File: config.mk
export PLATFORM = sky130hd
export DESIGN_NAME = reg_bus_slave_regfile
export DESIGN_NICKNAME = d
export VERILOG_FILES = /design/src/rtl/reg_bus_slave_regfile.sv
export SDC_FILE = /design/constraint.sdc
export NUM_CORES = 1
export LEC_CHECK = 0
export ABC_AREA = 1
export CORE_UTILIZATION = 30
export CTS_CLUSTER_SIZE = 14
export DETAILED_ROUTE_END_ITERATION = 12
export DONT_BUFFER_PORTS = 1
export PLACE_DENSITY_LB_ADDON = 0.2
export SYNTH_ARGS = -nofsm -noshare
export SYNTH_HDL_FRONTEND = slang
export SYNTH_SLANG_ARGS = --single-unit
File: constraint.sdc
create_clock -name CLK -period 27 [get_ports CLK]
set_input_delay 4.05 -clock CLK [delete_from_list [all_inputs] [get_ports CLK]]
set_output_delay 4.05 -clock CLK [all_outputs]
set_load 0.03 [all_outputs]
File: src/rtl/reg_bus_slave_regfile.sv
// REG_BUS responder terminating one splitter port: local register file with
// ID, scratch, control, W1C event status + interrupt mask, a 64-bit
// free-running counter with atomic snapshot read, and user control words.
module reg_bus_slave_regfile #(
   parameter logic [31:0] ID_VALUE  = 32'h5245_4731,
   parameter int unsigned NUM_EVT   = 8,
   parameter int unsigned NUM_UCTRL = 4
) (
   input  logic                      CLK,
   input  logic                      RST,
   input  logic                      WREN,
   input  logic [31:0]               WADR,
   input  logic [31:0]               WDAT,
   input  logic                      RDEN,
   input  logic [31:0]               RADR,
   output logic [31:0]               RDAT,
   output logic                      RVLD,
   input  logic [NUM_EVT-1:0]        evt_i,
   output logic                      irq_o,
   output logic [32*NUM_UCTRL-1:0]   uctrl_o
);

   // Word indices (byte offset >> 2)
   localparam logic [5:0] IDX_ID      = 6'h00;
   localparam logic [5:0] IDX_SCRATCH = 6'h01;
   localparam logic [5:0] IDX_CTRL    = 6'h02;
   localparam logic [5:0] IDX_STATUS  = 6'h03;
   localparam logic [5:0] IDX_MASK    = 6'h04;
   localparam logic [5:0] IDX_CNT_LO  = 6'h05;
   localparam logic [5:0] IDX_CNT_HI  = 6'h06;
   localparam logic [5:0] IDX_UCTRL0  = 6'h08;

   logic [5:0]                    widx;
   logic [5:0]                    ridx;
   logic [31:0]                   scratch_q;
   logic                          cnt_en_q;
   logic [NUM_EVT-1:0]            status_q;
   logic [NUM_EVT-1:0]            mask_q;
   logic [63:0]                   cnt_q;
   logic [31:0]                   shadow_q;
   logic [NUM_UCTRL-1:0][31:0]    uctrl_q;
   logic                          wr_ctrl;
   logic                          cnt_clr;
   logic [NUM_EVT-1:0]            w1c_bits;
   logic [31:0]                   rd_data;

   assign widx     = WADR[7:2];
   assign ridx     = RADR[7:2];
   assign wr_ctrl  = WREN && (widx == IDX_CTRL);
   assign cnt_clr  = wr_ctrl && WDAT[1];
   assign w1c_bits = (WREN && (widx == IDX_STATUS)) ? WDAT[NUM_EVT-1:0] : '0;
   assign uctrl_o  = uctrl_q;

   // Plain RW registers: scratch, counter enable, irq mask, user control words
   always_ff @(posedge CLK or posedge RST) begin
      if (RST) begin
         scratch_q <= '0;
         cnt_en_q  <= 1'b0;
         mask_q    <= '0;
         uctrl_q   <= '0;
      end else if (WREN) begin
         if (widx == IDX_SCRATCH) scratch_q <= WDAT;
         if (widx == IDX_CTRL)    cnt_en_q  <= WDAT[0];
         if (widx == IDX_MASK)    mask_q    <= WDAT[NUM_EVT-1:0];
         for (int unsigned k = 0; k < NUM_UCTRL; k++) begin
            if (widx == 6'(IDX_UCTRL0 + k)) uctrl_q[k] <= WDAT;
         end
      end
   end

   // Sticky event status: a new event wins over a same-cycle W1C
   always_ff @(posedge CLK or posedge RST) begin
      if (RST) status_q <= '0;
      else     status_q <= (status_q & ~w1c_bits) | evt_i;
   end

   // Registered interrupt from masked status
   always_ff @(posedge CLK or posedge RST) begin
      if (RST) irq_o <= 1'b0;
      else     irq_o <= |(status_q & mask_q);
   end

   // Free-running counter; clear-on-write has priority over increment
   always_ff @(posedge CLK or posedge RST) begin
      if (RST)           cnt_q <= '0;
      else if (cnt_clr)  cnt_q <= '0;
      else if (cnt_en_q) cnt_q <= cnt_q + 64'd1;
   end

   // Upper counter half captured by the same CNT_LO read that samples the lower half
   always_ff @(posedge CLK or posedge RST) begin
      if (RST)                              shadow_q <= '0;
      else if (RDEN && (ridx == IDX_CNT_LO)) shadow_q <= cnt_q[63:32];
   end

   // Read mux over pre-edge register state, so a same-cycle write is not seen
   always_comb begin
      rd_data = 32'hDEAD_BEEF;
      case (ridx)
         IDX_ID:      rd_data = ID_VALUE;
         IDX_SCRATCH: rd_data = scratch_q;
         IDX_CTRL:    rd_data = {31'd0, cnt_en_q};
         IDX_STATUS: begin
            rd_data = '0;
            rd_data[NUM_EVT-1:0] = status_q;
         end
         IDX_MASK: begin
            rd_data = '0;
            rd_data[NUM_EVT-1:0] = mask_q;
         end
         IDX_CNT_LO:  rd_data = cnt_q[31:0];
         IDX_CNT_HI:  rd_data = shadow_q;
         default: begin
            for (int unsigned k = 0; k < NUM_UCTRL; k++) begin
               if (ridx == 6'(IDX_UCTRL0 + k)) rd_data = uctrl_q[k];
            end
         end
      endcase
   end

   // One-cycle read response; RDAT holds between reads
   always_ff @(posedge CLK or posedge RST) begin
      if (RST) begin
         RVLD <= 1'b0;
         RDAT <= '0;
      end else begin
         RVLD <= RDEN;
         if (RDEN) RDAT <= rd_data;
      end
   end

endmodule

Yosys cells after proc, flatten, opt, wreduce, memory -nomap -nowiden
Index checks and enable logic that the tools add are counted.
W data, S select, Z words.

storage, ports and cells
  flip-flop bits (word level) = 307
  output and inout bits = 162
  logic and storage cells = 58

operators by class
  $add $sub $neg = 1
  equality and inequality tests = 18
  multiplexer cells = 8
  bitwise gates (word level) = 4
  reductions and logical operators = 14

operator list
  operator                 count
  $pmux W32 S7             1
  $mux W32                 4
  $mux W64                 2
  $add A64 B1 Y64 const B  1
  $eq A6 B4 Y1 const B     8
  $eq A6 B2 Y1 const B     4
  $eq A6 B3 Y1 const B     4
  $and A8 B8 Y8            2
  $reduce_and A2 Y1        7
  $eq A6 B1 Y1 const B     2
  $mux W8                  1
  $not A8 Y8               1
  $or A8 B8 Y8             1
  $reduce_or A8 Y1         1
  $logic_not A6 Y1         1
  $logic_and A1 B1 Y1      4
  $reduce_bool A2 Y1       1

Logic depth before layout (Yosys ltp)
Gate-level depths: netlist of run 1.

  word-level depth = 6
  gate-level depth with buffers = 12
  mapped depth without buffers = 11

Least setup slack after synthesis of run 1
No wires, ideal clock.

  kind = input-to-reg
  start point = input WADR[6]
  end point = register cnt_q[62]
  data arrival time = 5.042 ns
  slack = 21.839 ns
  cell stages on the path = 11
  cells stage by stage = inv_1 > nand2_1 > nor2_4 > nand3_4 > nand2_2 > buf_6 > nand2_1 > nor2_1 > nand3_1 > nand2_1 > nor2_1

on the way
  longest elaborated chain between the ends = 4

ends and longest elaborated chain
  what                                            RTL line  source
  start: declaration                              12        input logic [31:0] WADR,
  $eq A6 B2 Y1 *                                  49        assign wr_ctrl = WREN && (widx == IDX_CTRL);
  $logic_and A1 B1 Y1 *                           49
  $logic_and A1 B1 Y1 *                           50        assign cnt_clr = wr_ctrl && WDAT[1];
  $mux W64 or $reduce_bool A2 Y1 (tied branches)  -
  end signal: assignment                          87        else if (cnt_en_q) cnt_q <= cnt_q + 64'd1;
  end: declaration                                39        logic [63:0] cnt_q;

Every way passes the cells marked *; elsewhere a longest branch is shown, timed or not.
A chain may end at the register's enable or synchronous reset.

Worst setup path in the final report of run 1
  start point = input WADR[6]
  end point = register cnt_q[39]

The elaborated chain is that of the path after synthesis.

==> results of run 1 <==
cell families after synthesis:
kind of cell | after synthesis | synth area share
adder cells (fa/ha/maj) | 1 | 0.000798
flip-flops | 307 | 0.490
XOR/XNOR | 4 | 0.00224
AO/OA/AOI/OAI | 365 | 0.129
buffers and inverters | 291 | 0.0775
AND/OR/NAND/NOR | 1058 | 0.294
multiplexers | 7 | 0.00671
sequential cells by signal (all words and copies together) (netlist names):
| name | count |
|---|---|
| scratch_q | 32 |
| cnt_q | 64 |
| RDAT | 32 |
| status_q | 8 |
| irq_o | 1 |
| cnt_en_q | 1 |
| uctrl_o | 128 |
| RVLD | 1 |
| shadow_q | 32 |
| mask_q | 8 |
power groups by stage:
stage                      logic, W  registers (W)  clock network [W]
after floorplan           0.0000833       0.000607                  0
after global routing       0.000125       0.000626           0.000549
after CTS                  0.000110       0.000620           0.000534
after global placement     0.000107       0.000627                  0
final                      0.000109       0.000620           0.000520
after detailed placement   0.000110       0.000628                  0
synth_stat cells, types with 8 or more instances:
master                     count  share of area
sky130_fd_sc_hd__nor3_1       18         0.0058
sky130_fd_sc_hd__clkbuf_1     41         0.0098
sky130_fd_sc_hd__o21ai_0     230          0.073
sky130_fd_sc_hd__nor2_1      243          0.058
sky130_fd_sc_hd__nand3_1      81          0.026
sky130_fd_sc_hd__o211ai_2      8         0.0064
sky130_fd_sc_hd__o22ai_1       8         0.0032
sky130_fd_sc_hd__inv_1       206          0.049
sky130_fd_sc_hd__nand4_1      37          0.015
sky130_fd_sc_hd__nand2_1     609           0.15
sky130_fd_sc_hd__buf_2        15         0.0048
sky130_fd_sc_hd__a21oi_1      49          0.016
sky130_fd_sc_hd__nor2_4       19          0.014
sky130_fd_sc_hd__dfrtp_1     307           0.49
sky130_fd_sc_hd__nand2_2      16         0.0064
sky130_fd_sc_hd__nand3_2       8         0.0051
sky130_fd_sc_hd__buf_6        10         0.0072
sky130_fd_sc_hd__o21ai_1      28         0.0089
sky130_fd_sc_hd__a21oi_2      11         0.0061
final timing paths:
kind,end,slack [ns],cells after the start
max,cnt_q[39],20.57,10
min,scratch_q[10],0.49,2
max reg2reg,cnt_q[39],24.22,8
min reg2reg,scratch_q[10],0.49,2
max in group asynchronous,scratch_q[28],21.88,2
min in group asynchronous,cnt_q[42],3.53,1
stage by stage:
stage / instances / util
final: 2714 / 0.340
after detailed placement: 2649 / 0.316
after floorplan: 2033 / -
after global placement: 2649 / 0.316
after global routing: 2714 / 0.340
after CTS: 2714 / 0.340
layer usage:
layer  GRT usage  wire length (um)  vias to the layer above
met5           0                 0                        -
met4      0.0639              1330                        0
met3      0.0598              4480                       84
met2       0.318             24300                      442
met1       0.277             24100                     6505
li1            -                 -                     6459
critical path, cell delays in order:
cell                      delay (ns)
sky130_fd_sc_hd__inv_1          0.03
sky130_fd_sc_hd__nand2_1        0.08
sky130_fd_sc_hd__nor2_4         0.29
sky130_fd_sc_hd__nand3_4        0.65
sky130_fd_sc_hd__nand2_2        0.60
sky130_fd_sc_hd__inv_1          0.56
sky130_fd_sc_hd__nor2_1         0.31
sky130_fd_sc_hd__nand3_1        0.10
sky130_fd_sc_hd__nand2_1        0.08
sky130_fd_sc_hd__nor2_1         0.06
final cells by class:
| cell class | count | area share |
|---|---|---|
| inverters | 216 | 0.0472 |
| multi-input cells | 1435 | 0.388 |
| repair buffers | 11 | 0.00472 |
| clock inverters | 9 | 0.00794 |
| flip-flops and latches | 307 | 0.439 |
| clock buffers | 56 | 0.0640 |
| well taps | 680 | 0.0487 |
==> impl_metrics.tcl, run 1 <==
set metrics [dict create \
    status "completed" \
    drt_pre_antenna_iters 5 \
    max-vdd-ir-drop_v 0.0000592 \
    max-slew-margin-rel 0.294 \
    p_leak_nw 7.99 \
    place_hpwl_um 39000 \
    p_sw_frac 0.316 \
    share_comb_of_total_power 0.087 \
    diodes_inserted 0 \
    critPathLaunchType "input port" \
    die_h_um 231 \
    placementRows 83 \
    drt_iter0_drc 1024 \
    worstHoldStart "scratch_q[10]" \
    fmax_ghz 0.156 \
    grt_pass1_wl_um 82900 \
    power-per-cell-area_nw_per_um2 71.5 \
    tightestPinTransition_ns 1.06 \
    area.sequential_um2 7680 \
    worstSetupStartpoint "WADR[6]" \
    floorplan.die.width_um 231 \
    holdCritPathClass "reg2reg" \
    drt-vias-per-instance 4.97 \
    cts_inserted_buffers 38 \
    yosys_warnings 0 \
    clk_pin_slew_worst_paths_ns 0.06 \
    min_period_over_period 0.238 \
    design.core.area_um2 51400 \
    cts_hold_repair.buffers 0 \
    grt_max_degree 124 \
    timing.final.setup_violations 0 \
    cell_internal_power_w 0.000855 \
    clock-root-buffer "sky130_fd_sc_hd__clkbuf_16" \
    place.gp.congestion 0.921 \
    flow.area_growth_from_synthesis_pct 11.6 \
    power_frac_seq 0.496 \
    dp_worst_setup_slack_ns 20.00 \
    design_area_um2 17500 \
    drtAntennaViolNets 0 \
    fraction_of_layout_cells_with_a_size_suffix_above_1 0.0860 \
    floorplan.initialDensity 0.305 \
    cts_setup_buffers 0 \
    path_class "in2reg" \
    dominantRegCellSynth "sky130_fd_sc_hd__dfrtp_1" \
    setup_tns_ns 0 \
    worstSetupEndpointType "register" \
    critical_path_peak_fanout 55 \
    synth_async_sr_flop_share 1.00 \
    antenna_found_initial 0 \
    rsz_0062_raised_after_global_routing "false" \
    totalWireLength_um 54200 \
    ios 270 \
    report.final.slew_viol_count 0 \
    postLayoutSetupSlackWorst_ns 20.57 \
    layout.nets 2118 \
    reg2reg_from "cnt_en_q" \
    synth_enable_flop_cells 0 \
    final_hold_viol_count 0 \
    vias_in_the_first_global_route 13050 \
    cts.sink_count 307 \
    final_hold_slack_ns 0.487 \
    timing.final.crit_period_ns 6.43 \
    cts-htree-levels 2 \
    finalPower_w 0.00125 \
    fp.dieArea_um2 53100 \
    critical_path_arrival_ns 6.87 \
    power_frac_clock 0.416 \
    clock_tree_from_tritoncts "built" \
    cts.path.max_buffers 3 \
    gr-total-overflow 0 \
    layout.cells.most_common "sky130_fd_sc_hd__nand2_1" \
    layout.filler_cells 5458 \
    place_area_um2 16200 \
    multiInputGateArea_um2 6790 \
    place.port_buffers 0 \
    globalRouteTotalUtil 0.206 \
    synth_seq_area_share 0.490 \
    drt-wirelength-per-cell_um 20.0 \
    required_ns 27.44 \
    postSynthAreaPerCell_um2 7.71 \
    resized_gates_after_cts 0 \
    post_synth_inst_count 2033 \
    fin_skew_ns 0.0191 \
    ys_types 52 \
    post_synth_instance_area_um2 15700 \
    clock_latency_on_the_worst_skew_pair_ns 0.56 \
    maxCapViolations 0 \
    final_cell_mix "609 x sky130_fd_sc_hd__nand2_1, 307 x sky130_fd_sc_hd__dfrtp_1, 243 x sky130_fd_sc_hd__nor2_1" \
    postSynthNetCount 2142 \
    synth.ff_latch_count 307 \
    post-route-drc-count 0 \
    power.net_switching_w 0.000395 \
    vias 13490 \
]
No activity file was read; power rests on OpenSTA's default activity.
==> inputs of run 2 (changes only) <==
clock period = 5.3 ns   (was 27 ns; I/O delays follow)
==> run 2 against run 1 <==
  * Die area unchanged
  * Power increased to 5.1 times the previous value
  * First-iteration DRC count decreased by 1.7%
  * Largest power group unchanged
  * Clock skew increased by 0.0059 ns
  * Clock-buffer cell count unchanged
  * Critical endpoint unchanged
  * Sequential share of layout area decreased by 0.079 points
  * Global-route usage decreased by 0.18 points
  * Sequential power increased to 5.1 times the previous value
  * Core utilization increased by 0.061 points
  * Cell area increased by 0.18%
  * Clock power increased to 5.1 times the previous value
  * Largest cell class unchanged
  * Highest routed layer unchanged
==> impl_metrics.tcl, run 2 (same netlist as run 1, synthesis figures left out) <==
set metrics [dict create \
    final_hold_viol_count 0 \
    status "completed" \
    max-slew-margin-rel 0.348 \
    timing.final.crit_period_ns 2.80 \
    floorplan.die.width_um 231 \
    final_cell_mix "609 x sky130_fd_sc_hd__nand2_1, 307 x sky130_fd_sc_hd__dfrtp_1, 243 x sky130_fd_sc_hd__nor2_1" \
    layout.nets 2118 \
    place.port_buffers 0 \
    layout.cells.most_common "sky130_fd_sc_hd__nand2_1" \
    vias_in_the_first_global_route 12914 \
    post-route-drc-count 0 \
    fraction_of_layout_cells_with_a_size_suffix_above_1 0.0865 \
    rsz_0062_raised_after_global_routing "false" \
    cts_hold_repair.buffers 0 \
    report.final.slew_viol_count 0 \
    worstSetupEndpointType "register" \
    cts_setup_buffers 0 \
    max_reg_flops 128 \
    drtAntennaViolNets 0 \
    max-vdd-ir-drop_v 0.000248 \
    timing.final.setup_violations 0 \
    fmax_ghz 0.357 \
    diodes_inserted 0 \
    required_ns 5.74 \
    totalWireLength_um 54100 \
    clock_latency_on_the_worst_skew_pair_ns 0.57 \
    place.gp.congestion 0.891 \
    clock_tree_from_tritoncts "built" \
    clk_pin_slew_worst_paths_ns 0.06 \
    critical_path_arrival_ns 3.24 \
    setup_tns_ns 0 \
    gr-total-overflow 0 \
    power-per-cell-area_nw_per_um2 364 \
    tightestPinTransition_ns 0.978 \
    cts.sink_count 307 \
    die_h_um 231 \
    critPathLaunchType "input port" \
    floorplan.initialDensity 0.305 \
    drt_iter0_drc 1007 \
    fp.dieArea_um2 53100 \
    placementRows 83 \
    power.net_switching_w 0.00201 \
    power_frac_seq 0.495 \
    r2r_cells 8 \
    cts_inserted_buffers 38 \
    drt-wirelength-per-cell_um 19.9 \
    p_sw_frac 0.315 \
    grt_pass1_wl_um 82200 \
    design.core.area_um2 51400 \
    holdCritPathClass "in2async" \
    share_comb_of_total_power 0.087 \
    ios 270 \
    place_hpwl_um 38900 \
    final_hold_slack_ns 0.271 \
    min_period_over_period 0.528 \
    resized_gates_after_cts 0 \
    cts-htree-levels 2 \
    layout.filler_cells 5494 \
    drt_pre_antenna_iters 6 \
    power_frac_clock 0.418 \
    clock-root-buffer "sky130_fd_sc_hd__clkbuf_16" \
    flow.area_growth_from_synthesis_pct 11.8 \
    vias 13515 \
    grt_max_degree 160 \
    p_leak_nw 8.00 \
    maxCapViolations 0 \
    cell_internal_power_w 0.00437 \
    drt-vias-per-instance 4.98 \
    cts.path.max_buffers 3 \
    path_class "in2reg" \
    fin_skew_ns 0.0250 \
    antenna_found_initial 0 \
    globalRouteTotalUtil 0.204 \
    critical_path_peak_fanout 55 \
]
==> run 2: cell count changes in the layout (fill, tap and decap cells not counted) <==
cell,delta
sky130_fd_sc_hd__inv_8,-1
sky130_fd_sc_hd__buf_12,+2
sky130_fd_sc_hd__clkbuf_1,-1
sky130_fd_sc_hd__buf_4,-2
sky130_fd_sc_hd__clkbuf_8,+1
sky130_fd_sc_hd__clkinvlp_4,+1
==> run 2: path summary, 6_finish.rpt <==
kind	start	endpoint	slack [ns]
worst min register to register	scratch_q[18]	scratch_q[18]	0.48
worst max-delay path	WADR[5]	cnt_q[39]	2.50
worst max register to register	cnt_en_q	cnt_q[39]	2.57
min in group CLK	RDEN	RVLD	0.28
max in group asynchronous	RST	uctrl_o[95]	3.65
worst min-delay path	RST	shadow_q[19]	0.27
==> run 2: worst max-delay path, cell delays in order <==
cell,delay (ns)
sky130_fd_sc_hd__inv_1,0.04
sky130_fd_sc_hd__nand2_1,0.13
sky130_fd_sc_hd__nor2_4,0.06
sky130_fd_sc_hd__nand3_4,0.05
sky130_fd_sc_hd__buf_4,0.52
sky130_fd_sc_hd__nand2_2,0.37
sky130_fd_sc_hd__inv_1,0.82
sky130_fd_sc_hd__nor2_1,0.13
sky130_fd_sc_hd__a21oi_1,0.20
sky130_fd_sc_hd__nor2_1,0.06
==> run 2: layout make-up <==
| type | instances | area, um2 | area share |
|---|---|---|---|
| multi-input cells | 1435 | 6790 | 0.387 |
| inverters | 216 | 821 | 0.0469 |
| clock inverters | 9 | 139 | 0.00793 |
| well taps | 680 | 851 | 0.0486 |
| repair buffers | 11 | 108 | 0.00614 |
| clock buffers | 56 | 1130 | 0.0644 |
| flip-flops and latches | 307 | 7680 | 0.439 |
==> run 2: power by group through the flow <==
stage / Combinational [W] / Sequential (W) / Clock, W
after CTS: 0.000562 / 0.00315 / 0.00272
final: 0.000556 / 0.00315 / 0.00267
after detailed placement: 0.000559 / 0.00320 / 0
after global routing: 0.000646 / 0.00319 / 0.00281
after floorplan: 0.000425 / 0.00309 / 0
after global placement: 0.000543 / 0.00319 / 0
==> run 2: metal layers <==
metal | GRT usage | vias up | part of all wire
met1 | 0.280 | 6565 | 0.46
met3 | 0.0555 | 62 | 0.074
li1 | - | 6473 | -
met5 | 0 | - | 0
met2 | 0.321 | 415 | 0.45
met4 | 0.0426 | 0 | 0.016
==> run 2: through the flow <==
stage          instance area [um2]  power [W]  utilization  instances  setup WS, ns
6_report                     17500    0.00638        0.341       2714          2.50
5_1_grt                      17500    0.00664        0.341       2714          2.29
4_1_cts                      17500    0.00644        0.341       2714          2.53
3_5_place_dp                 16200    0.00376        0.316       2649          1.95
3_3_place_gp                 16200    0.00374        0.316       2649          1.95
2_1_floorplan                15700    0.00351            -       2033         0.420
